## src/rtl/i2s_pkg.sv

```systemverilog
// Shared definitions for the i2s sample scheduler: default sample width,
// scheduler FSM states and transmitter timing constants.
package i2s_pkg;

  localparam int I2S_BPS          = 24;
  // Transmitter latches the sample this many cycles after its ready pulse
  localparam int READY_TO_LOAD    = 5;
  localparam int SAMPLE_SETUP_MAX = 2;

  typedef enum logic [1:0] {
    IDLE,
    ARM,
    STREAM,
    STOP
  } state_e;

endpackage

```

## src/rtl/i2s_sample_fifo.sv

```systemverilog
// Small synchronous sample FIFO with registered full flag and occupancy count.
// Head data is presented combinationally from the read pointer.
module i2s_sample_fifo #(
  parameter int BPS   = 24,
  parameter int DEPTH = 4,
  parameter int LW    = $clog2(DEPTH) + 1
) (
  input  logic           clk,
  input  logic           rst,
  input  logic           push,
  input  logic           pop,
  input  logic [BPS-1:0] wdata,
  output logic [BPS-1:0] rdata,
  output logic [LW-1:0]  level,
  output logic           full,
  output logic           empty
);

  localparam int AW = $clog2(DEPTH);
  localparam logic [LW-1:0] DEPTH_L = LW'(DEPTH);

  logic [BPS-1:0] mem_q [DEPTH];
  logic [AW-1:0]  wr_ptr_q, wr_ptr_d;
  logic [AW-1:0]  rd_ptr_q, rd_ptr_d;
  logic [LW-1:0]  level_q, level_d;
  logic           full_q, full_d;

  always_comb begin
    wr_ptr_d = push ? wr_ptr_q + AW'(1) : wr_ptr_q;
    rd_ptr_d = pop  ? rd_ptr_q + AW'(1) : rd_ptr_q;
    level_d  = level_q + LW'(push) - LW'(pop);
    full_d   = (level_d == DEPTH_L);
  end

  always_ff @(posedge clk) begin
    if (rst) begin
      wr_ptr_q <= '0;
      rd_ptr_q <= '0;
      level_q  <= '0;
      full_q   <= 1'b0;
    end else begin
      wr_ptr_q <= wr_ptr_d;
      rd_ptr_q <= rd_ptr_d;
      level_q  <= level_d;
      full_q   <= full_d;
    end
  end

  // Storage is data only; pointers define validity so no reset is needed
  always_ff @(posedge clk) begin
    if (push) mem_q[wr_ptr_q] <= wdata;
  end

  assign rdata = mem_q[rd_ptr_q];
  assign level = level_q;
  assign full  = full_q;
  assign empty = (level_q == '0);

endmodule

```

## src/rtl/i2s_sample_scheduler.sv

```systemverilog
// Arbitrates two sample producers into a FIFO and feeds the i2s transmitter,
// answering each ready pulse with the next sample or silence on underrun.
module i2s_sample_scheduler
  import i2s_pkg::*;
#(
  parameter int BPS         = I2S_BPS,
  parameter int FIFO_DEPTH  = 4,
  parameter int START_LEVEL = 2
) (
  input  logic                          in_clk,
  input  logic                          in_rst,
  input  logic                          in_start,
  input  logic                          in_stop,
  input  logic                          in_req0_valid,
  input  logic [BPS-1:0]                in_req0_sample,
  output logic                          out_req0_ready,
  input  logic                          in_req1_valid,
  input  logic [BPS-1:0]                in_req1_sample,
  output logic                          out_req1_ready,
  input  logic                          in_i2s_ready,
  output logic [BPS-1:0]                out_i2s_sample,
  output logic                          out_i2s_en,
  output logic [$clog2(FIFO_DEPTH):0]   out_level,
  output logic                          out_busy,
  output logic                          out_underrun
);

  localparam int LW = $clog2(FIFO_DEPTH) + 1;
  localparam logic [LW-1:0] START_L = LW'(START_LEVEL);

  state_e         state_q, state_d;
  logic           en_q, en_d;
  logic [BPS-1:0] sample_q, sample_d;
  logic           underrun_q, underrun_d;
  logic           last_grant_q, last_grant_d;
  logic           ready_prev_q;
  logic           stop_cnt_q, stop_cnt_d;

  logic           gnt0, gnt1, push0, push1, push, pop, rise;
  logic [BPS-1:0] fifo_wdata, fifo_rdata;
  logic [LW-1:0]  fifo_level;
  logic           fifo_full, fifo_empty;

  i2s_sample_fifo #(
    .BPS   (BPS),
    .DEPTH (FIFO_DEPTH),
    .LW    (LW)
  ) u_fifo (
    .clk   (in_clk),
    .rst   (in_rst),
    .push  (push),
    .pop   (pop),
    .wdata (fifo_wdata),
    .rdata (fifo_rdata),
    .level (fifo_level),
    .full  (fifo_full),
    .empty (fifo_empty)
  );

  // Tie goes to the producer that did not win the previous push
  always_comb begin
    gnt0 = 1'b0;
    gnt1 = 1'b0;
    if (!fifo_full) begin
      if (in_req0_valid && in_req1_valid) begin
        gnt0 = last_grant_q;
        gnt1 = !last_grant_q;
      end else if (in_req0_valid) begin
        gnt0 = 1'b1;
      end else if (in_req1_valid) begin
        gnt1 = 1'b1;
      end
    end
    push0        = in_req0_valid && gnt0;
    push1        = in_req1_valid && gnt1;
    push         = push0 || push1;
    fifo_wdata   = push1 ? in_req1_sample : in_req0_sample;
    last_grant_d = push ? push1 : last_grant_q;
  end

  assign rise = in_i2s_ready && !ready_prev_q;

  always_comb begin
    state_d    = state_q;
    en_d       = en_q;
    sample_d   = sample_q;
    underrun_d = underrun_q;
    stop_cnt_d = 1'b0;
    pop        = 1'b0;
    case (state_q)
      IDLE: begin
        en_d = 1'b0;
        if (in_start && !in_stop) begin
          underrun_d = 1'b0;
          state_d    = ARM;
        end
      end
      ARM: begin
        if (in_stop) begin
          state_d = IDLE;
        end else if (fifo_level >= START_L && in_i2s_ready) begin
          pop      = 1'b1;
          sample_d = fifo_rdata;
          en_d     = 1'b1;
          state_d  = STREAM;
        end
      end
      STREAM: begin
        // A stop arriving with a rise still delivers that sample slot
        if (rise) begin
          if (!fifo_empty) begin
            pop      = 1'b1;
            sample_d = fifo_rdata;
          end else begin
            sample_d   = '0;
            underrun_d = 1'b1;
          end
        end
        if (in_stop) begin
          en_d    = 1'b0;
          state_d = STOP;
        end
      end
      STOP: begin
        en_d = 1'b0;
        if (in_i2s_ready) begin
          stop_cnt_d = 1'b1;
          if (stop_cnt_q) state_d = IDLE;
        end
      end
      default: state_d = IDLE;
    endcase
  end

  always_ff @(posedge in_clk) begin
    if (in_rst) begin
      state_q      <= IDLE;
      en_q         <= 1'b0;
      sample_q     <= '0;
      underrun_q   <= 1'b0;
      last_grant_q <= 1'b1;
      ready_prev_q <= 1'b0;
      stop_cnt_q   <= 1'b0;
    end else begin
      state_q      <= state_d;
      en_q         <= en_d;
      sample_q     <= sample_d;
      underrun_q   <= underrun_d;
      last_grant_q <= last_grant_d;
      ready_prev_q <= in_i2s_ready;
      stop_cnt_q   <= stop_cnt_d;
    end
  end

  assign out_req0_ready = gnt0;
  assign out_req1_ready = gnt1;
  assign out_i2s_sample = sample_q;
  assign out_i2s_en     = en_q;
  assign out_level      = fifo_level;
  assign out_busy       = (state_q != IDLE);
  assign out_underrun   = underrun_q;

endmodule

```

## config.mk

```make
export PLATFORM = sky130hd
export DESIGN_NAME = i2s_sample_scheduler
export DESIGN_NICKNAME = d
export VERILOG_FILES = /design/src/rtl/i2s_pkg.sv /design/src/rtl/i2s_sample_fifo.sv /design/src/rtl/i2s_sample_scheduler.sv
export SDC_FILE = /design/constraint.sdc
export NUM_CORES = 1
export LEC_CHECK = 0
export ABC_AREA = 1
export CELL_PAD_IN_SITES_DETAIL_PLACEMENT = 0
export CELL_PAD_IN_SITES_GLOBAL_PLACEMENT = 1
export CORE_MARGIN = 4
export CORE_UTILIZATION = 41
export CTS_CLUSTER_SIZE = 10
export DETAILED_ROUTE_END_ITERATION = 10
export PLACE_DENSITY_LB_ADDON = 0.1
export SYNTH_ARGS = -nofsm -noshare
export SYNTH_HDL_FRONTEND = slang
export SYNTH_SLANG_ARGS = --single-unit
```

## constraint.sdc

```tcl
create_clock -name in_clk -period 2.69 [get_ports in_clk]
set_input_delay 0.4035 -clock in_clk [delete_from_list [all_inputs] [get_ports in_clk]]
set_output_delay 0.4035 -clock in_clk [all_outputs]
set_load 0.01 [all_outputs]
```

After elaboration in Yosys (flattened, before gate mapping). Memories as Yosys holds them, arrays and structs flattened. A register that Yosys moved wholly into a read port is not among the register bits. Cells that the tools add are included.

Register bits after elaboration: 39. RAM bits: 96. Output and inout bits: 32. Word-level logic and storage cells: 90. Memories kept: 1.

Memory list: u_fifo.mem_q (depth 4, width 24, read ports 1, clocked after memory_dff 1, write ports 1, RTL line i2s_sample_fifo.sv:22) `logic [BPS-1:0] mem_q [DEPTH];`.

Add/sub/neg operators: 4. $lt $le $gt $ge: 1. Equal/unequal tests: 13. Multiplexer cells: 38. Bitwise gates (word level): 1. Reductions and logical operators: 21.

Operators with widths (count): 24-bit two-way mux (5); 24-bit one-hot mux with 2 select lines (1); 1-bit two-way mux (20); 2-bit two-way mux (8); 2-bit != test, second input constant (8); 2-bit one-hot mux with 4 select lines (1); 4-bit AND reduction (2); 1-bit logical AND (6); 2-bit nonzero test (3); 5-bit AND reduction (1); 2-bit by 1-bit adder with 2-bit output, second input constant (2); 2-bit == test, second input constant (2); 1-bit one-hot mux with 2 select lines (2); 2-bit OR reduction (2); 3-bit by 1-bit adder with 3-bit output (1); 3-bit == test, second input constant (1); 3-bit by 2-bit greater-or-equal comparator with 1-bit output, second input constant (1); 1-bit logical NOT (3); 3-bit logical NOT (1); 3-bit != test, second input constant (1); 1-bit one-hot mux with 3 select lines (1); 3-bit AND reduction (1); 3-bit by 1-bit subtractor with 3-bit output (1); 2-bit by 1-bit == test with 1-bit output, second input constant (1); other kinds (3) (3).

Longest topological paths before layout. Gate-level depths: netlist of the first run.

Word-level depth: 9. Depth in mapped cells: 16.

Hierarchy. Synthesis of the first run repeated with hierarchy kept, for this count alone.

Cells, all modules: 601. Area, all modules: 6050.8 um^2.

Modules (own cells, without submodules): i2s_sample_fifo (instances 1, cells each 291, area each 4194.0 um^2, seq. area each 3083.0 um^2); i2s_sample_scheduler (instances 1, cells each 310, area each 1856.8 um^2, seq. area each 620.6 um^2).

Least setup slack after synthesis of the first run. OpenSTA, ideal clock, no wires.

Kind: register to register. Start point: register state_q[0]. End point: register u_fifo.full_q (netlist: u_fifo.full). Arrival: 2.290 ns. Data required time: 2.578 ns. Path slack: 0.288 ns. Stages on the path, launching flop included: 15. Period minus slack after synthesis: 2.402 ns. Cell sequence: dfxtp_1 inv_1 ha_1 nand3_1 nand2_1 nand2_1 inv_1 ha_1 inv_1 ha_1 inv_1 fa_1 or2_2 nand3_1 nor2_1.

Longest elaborated chain between the ends: 4. Elaborated cells on any way between the ends: 5.

Ends and longest elaborated chain: start, declared (RTL line i2s_sample_scheduler.sv:31) `state_e state_q, state_d;`; start signal, assigned (RTL line i2s_sample_scheduler.sv:145) `state_q <= state_d;`; 2-bit == test or 2-bit by 1-bit == test with 1-bit output (tied branches) (RTL line i2s_sample_scheduler.sv:90) `case (state_q)`; 1-bit one-hot mux with 2 select lines (*) (RTL line i2s_sample_scheduler.sv:90); via pop (RTL line i2s_sample_scheduler.sv:39) `logic gnt0, gnt1, push0, push1, push, pop, rise;`; 3-bit by 1-bit subtractor with 3-bit output (*) (RTL line i2s_sample_fifo.sv:31) `level_d = level_q + LW'(push) - LW'(pop);`; 3-bit == test (*) (RTL line i2s_sample_fifo.sv:32) `full_d = (level_d == DEPTH_L);`; end signal, assigned (RTL line i2s_sample_fifo.sv:45) `full_q <= full_d;`; end, declared (RTL line i2s_sample_fifo.sv:26) `logic full_q, full_d;`.

Mark *: on every way through the listed nets, which the timed path passes. The rest lies on a longest branch. A chain may end at the register's enable or synchronous reset.

==> metrics.md, run 1 <==
| Metric | Value |
|---|---|
| Status | completed |
| Number of flip-flops and latches in the synthesized netlist | 137 |
| Area delta synth->final | 29.55% |
| Clock latency on the worst-skew pair | 0.42 ns |
| Pin count of the biggest net entering global routing | 49 |
| Most frequent cell on the critical path | sky130_fd_sc_hd__inv_1 |
| Post-Place Setup Slack | -0.08165 ns |
| Worst Hold Slack | 0.4665 ns |
| Final number of max-transition violations | 0 |
| Highest attainable clock frequency | 0.4052 GHz |
| CP top delay family | adder cells |
| Part of the cycle the worst path needs | 91.75% |
| Commonest register cell after synthesis | sky130_fd_sc_hd__edfxtp_1 |
| Compound-Gate Fraction of Synth Area | 7.074% |
| Largest fanout on the critical path | 4 |
| Worst setup slack after layout | 0.2220 ns |
| IO Port Bufs | 86 |
| Clock buffer count from CTS | 17 |
| Power share of the clock group | 30.6% |
| Most frequent standard cell in the layout excluding fill and tap cells | sky130_fd_sc_hd__nand2_1 |
| Die X-Extent | 129.1 µm |
| Post-route ant nets | 0 |
| Total via count in the routed design | 4528 |
| Share of total power consumed by net switching | 29.84% |
| Ratio of total power to cell area | 1003 nW/µm² |
| Syn Nets | 718 |
| Level count of the clock H-tree | 4 |
| Synth Area in XOR/XNOR | 0.1457% |
| Category of the most critical setup path | register to register |
| Fraction of layout cells with a size suffix above 1 | 10.26% |
| Class of the worst hold path | register to register |
| Largest family of logic cells by synthesized area | simple AND/OR/NAND/NOR gates |
| Starting density of the core | 42.66% |
| Count of maximum capacitance violations | 0 |
| Data required time at the worst endpoint | 3.00 ns |
| Setup violations, final | 0 |
| Portion of netlist area occupied by mux cells | 0% |
| Cell Int Power | 5.481 mW |
| Global-route wire length before repair | 22010 µm |
| Type of element capturing the critical path | register |
| Root buffer selected by CTS | sky130_fd_sc_hd__clkbuf_16 |
| Die Span Y | 129.1 µm |
| Area of the core | 14100 µm² |
| Worst Setup Start Kind | register |
| Least-Margin Pin Slew | 0.8874 ns |
| Portion of total power attributed to combinational logic | 30.7% |
| Sw power | 2.332 mW |
| Register area share after synthesis | 61.59% |
| Weighted congestion reported at the end of routability-driven placement | 0.7766 |
| Antenna violations before repair | 0 |
| Synthesized instance count | 649 |
| Simple-gate area share of the yosys netlist | 23.10% |
| Wirelength per Cell | 14.49 µm |
| CP Cell Sequence | inv_2, ha_2, inv_2, nor2_2, nand3_1, nand2_2, nand2_1, inv_1, ha_1, inv_1, ha_1, inv_1, fa_1, or2_2, nand3_1, nor2_1 |
| Pre-Repair DR Iteration Count | 4 |
| Number of nets in the final layout | 816 |
| Critical path arrival | 2.77 ns |
| TritonCTS clock tree | done |
| Count of distinct cell types in the synthesized netlist | 24 |
| Vias in the first global route | 4398 |
| Final Hold Violating Endpoints | 0 |
| CP max stage cell | sky130_fd_sc_hd__fa_1 |
| Clock net sink count | 137 |
| Area of the mapped netlist | 6013 µm² |
| Number of placement rows | 43 |
| Most frequent cells in the layout | sky130_fd_sc_hd__nand2_1, sky130_fd_sc_hd__nor2_1, sky130_fd_sc_hd__edfxtp_1, sky130_fd_sc_hd__clkdlybuf4s50_1, sky130_fd_sc_hd__dfxtp_1 |
| GRT Total Usage | 17.18% |
| Synth async-reset ratio | 0% |
| Total congestion overflow | 0 |
| Number of buffers between clock root and the deepest sink | 2 |
| Starting DRC count in detailed routing | 253 |
| Diode insertion count for antenna repair | 0 |
| Via-per-instance ratio | 4.817 |
| Total routed wirelength | 13620 µm |
| Seq pwr share | 38.7% |
| IR drop worst, VDD | 0.0005414 V |
| Yosys warning count | 0 |
| Buf+Inv Stages, Crit Path | 5 |
| Number of hold buffers added after cts | 0 |
| DRC viols | 0 |
| Number of synthesized flops with an enable pin | 96 |
| Max-slew headroom | 40.70% |
| Final total negative setup slack | 0 ns |
| Mean instance size in the synthesized netlist | 9.265 µm² |
| Die area | 16670 µm² |
| Critical Path Max Stage Delay | 0.37 ns |
| Clock slew at the register clock pins of the worst setup and hold paths | 0.05 ns |
| Post-synthesis share of cell area spent on full adders, half adders and majority gates | 3.038% |
| Leakage power total | 3.217 nW |
| Setup Skew | 0.008507 ns |
| Hpwl dp | 8896 µm |
| Number of I/O pins | 87 |
| Minimum clock period | 2.468 ns |
[cell families (layout without fill, tap and decap cells)]
kind of cell / after synthesis / in the layout
xor gates and xnor gates: 1 / 1
AOI/OAI and AO/OA: 84 / 84
adders and majority gates: 14 / 14
buffers and inverters: 62 / 173
DFF: 137 / 137
and+or+nand+nor: 351 / 351
[worst reg2reg max path, delay by kind of cell, from the launching register on]
family,cells,cell delay [ns]
simple gates,7,0.80
fa+ha+maj,4,0.92
flops,1,0.33
buf+inv,5,0.33
[flip-flops by register name, indices dropped and copies added, names as in the netlist, 2 cells and up, named ones only]
register,cells
u_fifo.wr_ptr_q,2
u_fifo.rd_ptr_q,2
u_fifo.mem_q,96
u_fifo.level,3
out_i2s_sample,24
[power groups by stage]
stage | combinational (mW) | sequential, mW | clock (mW)
2_1_floorplan | 1.32 | 3.13 | 0
3_3_place_gp | 2.38 | 3.05 | 0
3_5_place_dp | 2.42 | 3.06 | 0
6_report | 2.40 | 3.03 | 2.39
5_1_grt | 2.72 | 3.08 | 2.53
4_1_cts | 2.43 | 3.03 | 2.43
[Yosys cell counts, types with 5 or more instances]
| master | number | area, µm² |
|---|---|---|
| sky130_fd_sc_hd__ha_1 | 13 | 162.7 |
| sky130_fd_sc_hd__clkbuf_1 | 6 | 22.52 |
| sky130_fd_sc_hd__inv_1 | 25 | 93.84 |
| sky130_fd_sc_hd__dfxtp_1 | 41 | 820.8 |
| sky130_fd_sc_hd__buf_2 | 18 | 90.09 |
| sky130_fd_sc_hd__nand3_1 | 37 | 185.2 |
| sky130_fd_sc_hd__nor2_1 | 140 | 525.5 |
| sky130_fd_sc_hd__buf_6 | 5 | 56.30 |
| sky130_fd_sc_hd__a21oi_1 | 29 | 145.1 |
| sky130_fd_sc_hd__edfxtp_1 | 96 | 2883 |
| sky130_fd_sc_hd__o21ai_1 | 20 | 100.1 |
| sky130_fd_sc_hd__nand2_1 | 168 | 630.6 |
| sky130_fd_sc_hd__o21ai_0 | 33 | 165.2 |
[area by class of cell]
cell class | instances | area, µm²
clock buffers | 23 | 467.9
clock inverters | 9 | 147.6
fillers | 1249 | 6306
inverters | 28 | 105.1
multi-input cells | 450 | 2036
flip-flops and latches | 137 | 3707
well taps | 180 | 225.2
repair buffers | 113 | 1101
[metrics by stage]
step / util [%] / power [mW] / instance area, µm² / instances
4_1_cts: 55.12 / 7.885 / 7770 / 939
3_3_place_gp: 50.75 / 5.428 / 7154 / 907
5_1_grt: 55.26 / 8.322 / 7790 / 940
6_report: 55.26 / 7.813 / 7790 / 940
3_5_place_dp: 50.75 / 5.480 / 7154 / 907
2_1_floorplan: - / 4.450 / 6013 / 649
[per-layer routing]
metal | part of all wire [%] | GRT usage, %
met1 | 46 | 21.82
met3 | 4.4 | 4.782
met2 | 49 | 28.35
met4 | 0.84 | 5.991
met5 | 0 | 0
[worst paths after layout]
path	start	cells after the start	slack [ns]	to
worst max-delay path	register	16	0.22	u_fifo.full
worst max register to register	register	16	0.22	u_fifo.full
worst min-delay path	out_underrun	2	0.47	out_underrun
worst min register to register	out_underrun	2	0.47	out_underrun
[repair_timing]
action,in CTS,in global routing
gates resized for setup,0,8
endpoints found under the setup margin,0,2
buffers inserted,0,1
Power figures use the tool's default switching activity.
==> inputs of run 2 (changes only) <==
SKIP_LAST_GASP = 1   (was not set)
==> results of run 2 <==
The final DEF is identical to that of run 1; final timing and power are the same.
==> inputs of run 3 (changes only) <==
CTS_CLUSTER_SIZE = not set   (was 10)
clock period = 2.31 ns   (was 2.69 ns; I/O delays follow)
==> metrics.md, run 3 (same netlist as run 1, synthesis figures left out) <==
| Metric | Value |
|---|---|
| Starting density of the core | 42.66% (unchanged) |
| Most frequent standard cell in the layout excluding fill and tap cells | sky130_fd_sc_hd__nand2_1 |
| DR WL met2 | 6945 µm (+4.5%) |
| Final Hold Violating Endpoints | 0 (unchanged) |
| Root buffer selected by CTS | sky130_fd_sc_hd__clkbuf_16 |
| Die Span Y | 129.1 µm (unchanged) |
| Metal-1 WL | 6285 µm (+0.50%) |
| Die X-Extent | 129.1 µm (unchanged) |
| Class of the worst hold path | register to register |
| Post-Place Setup Slack | -0.4203 ns (-0.3387 ns) |
| Number of nets in the final layout | 832 (+2.0%) |
| Level count of the clock H-tree | 4 (unchanged) |
| Number of flip-flops under the largest register name | 96 (unchanged) |
| Setup Skew | 0.02112 ns (+0.01262 ns) |
| Final total power | 9.431 mW (+21%) |
| Post-Route Utilization | 57.31% (+2.1 points) |
| Area of the core | 14100 µm² (unchanged) |
| Number of buffers between clock root and the deepest sink | 2 (unchanged) |
| Part of the cycle the worst path needs | 99.58% (+7.8 points) |
| Die area | 16670 µm² (unchanged) |
| Leakage power total | 3.313 nW (+3.0%) |
| Setup repair after global routing missed its margin | yes |
| Met3 wire length | 715 µm (+19%) |
| Fraction of layout cells with a size suffix above 1 | 14.56% (+4.3 points) |
| IO Port Bufs | 86 (unchanged) |
| Placed Instance Area | 7313 µm² (+2.2%) |
| Buf+Inv Stages, Crit Path | 5 (unchanged) |
| Total routed wirelength | 14030 µm (+3.0%) |
| Worst setup slack after layout | 0.009661 ns (-0.2123 ns) |
| CP Cell Sequence | clkinvlp_4, buf_6, ha_4, nand2_4, inv_4, ha_4, inv_4, ha_4, inv_2, fa_2, or2_4, nand3_4, nor2_1 |
| Starting DRC count in detailed routing | 289 (+14%) |
| Pre-Repair DR Iteration Count | 5 (+1) |
| Weighted congestion reported at the end of routability-driven placement | 0.8179 (+5.3%) |
| Total via count in the routed design | 4578 (+1.1%) |
| Area delta synth->final | 34.35% |
| Final number of max-transition violations | 0 (unchanged) |
| Type of element capturing the critical path | register |
| Largest fanout on the critical path | 3 (-1) |
| Number of placement rows | 43 (unchanged) |
| Total congestion overflow | 0 (unchanged) |
| CP top delay family | adder cells |
| Post-route ant nets | 0 (unchanged) |
| DRC viols | 0 (unchanged) |
| Clock buffer count from CTS | 17 (unchanged) |
| CP max stage cell | sky130_fd_sc_hd__dfxtp_4 |
| Clock latency on the worst-skew pair | 0.43 ns (about the same) |
| Top layer used by detailed routing | met4 |
| Most frequent cells in the layout | sky130_fd_sc_hd__nand2_1, sky130_fd_sc_hd__nor2_1, sky130_fd_sc_hd__edfxtp_1, sky130_fd_sc_hd__clkdlybuf4s50_1, sky130_fd_sc_hd__dfxtp_1 |
| Data required time at the worst endpoint | 2.64 ns (-0.36 ns) |
| Most frequent cell on the critical path | sky130_fd_sc_hd__ha_4 |
| Number of I/O pins | 87 (unchanged) |
| IR drop worst, VDD | 0.0006146 V (+14%) |
| Vias in the first global route | 4626 (+5.2%) |
| Least-Margin Pin Slew | 0.7641 ns (-0.1233 ns) |
| TritonCTS clock tree | done |
| Clock slew at the register clock pins of the worst setup and hold paths | 0.06 ns (about the same) |
| Critical path arrival | 2.63 ns (-0.14 ns) |
| Count of maximum capacitance violations | 0 (unchanged) |
| Setup violations, final | 0 (unchanged) |
| Via-per-instance ratio | 4.789 (-0.59%) |
| Status | completed |
| Category of the most critical setup path | register to register |
| Global-route wire length before repair | 22940 µm (+4.2%) |
| GRT Total Usage | 17.82% (+0.63 points) |
| Diode insertion count for antenna repair | 0 (unchanged) |
| Clock net sink count | 137 (unchanged) |
| Top reg by flops | u_fifo.mem_q |
| Critical Path Max Stage Delay | 0.38 ns (about the same) |
| Highest attainable clock frequency | 0.4347 GHz (+7.3%) |
| Layout Cell Area excl Fill | 8079 µm² (+3.7%) |
| Pin count of the biggest net entering global routing | 49 (unchanged) |
| Ratio of total power to cell area | 1167 nW/µm² (+16%) |
| Wirelength per Cell | 14.68 µm (+1.3%) |
| Antenna violations before repair | 0 (unchanged) |
| Max-slew headroom | 48.98% (+8.3 points) |
| Minimum clock period | 2.300 ns (-0.1677 ns) |
| Worst Setup Start Kind | register |
| Hpwl dp | 8998 µm (+1.1%) |
run 3: cell types whose count changed in the layout (fill, tap and decap cells not counted), sizes merged:
cell / previous run / this run
buf: 27 / 43
clkbuf: 23 / 17
inv: 28 / 32
clkinvlp: 1 / 4
bufinv: 4 / 3
run 3: worst paths after layout:
check,cells past startpoint,slack [ns],from,to
min reg2reg,2,0.48,out_i2s_en,out_i2s_en
min,2,0.48,out_i2s_en,out_i2s_en
max reg2reg,13,0.01,state_q[0],u_fifo.full
max,13,0.01,state_q[0],u_fifo.full
run 3: cell type report:
cell class | instances | area, µm²
multi-input combinational | 450 | 2136
fill | 1235 | 6017
sequential | 137 | 3714
clock buffer | 17 | 425.4
timing repair buffer | 129 | 1275
tap | 180 | 225.2
clock inverter | 15 | 190.2
inverter | 28 | 113.9
run 3: power by group:
group	internal [mW]	switching (mW)
registers	3.30	0.222
logic	1.45	1.69
clock network	1.72	1.06
run 3: what timing repair did:
item                       in CTS  in global routing
setup buffers                   1                  3
hold buffers                    0                  0
gates resized for setup         8                 19
setup endpoints to repair       2                  3
pin swaps                       3                  6
run 3: through the flow:
stage          std cells  TNS [ns]  hold slack [ns]
6_report             956         0           0.4751
3_5_place_dp         920   -0.9873           0.4667
4_1_cts              953         0           0.4747
5_1_grt              956   -0.1574           0.5035
3_3_place_gp         920   -0.8325           0.4512
2_1_floorplan        649         0           0.4036
run 3: worst reg2reg max path, delay by kind of cell, from the launching register on:
family / cells / cell delay [ns]
simple gates: 4 / 0.42
buf+inv: 5 / 0.43
fa+ha+maj: 4 / 0.96
flops: 1 / 0.38
run 3: per-layer routing:
metal	track usage, %	vias up
li1	-	2366
met1	22.31	2098
met2	30.34	106
met3	4.782	8
met4	5.312	0
met5	0	-
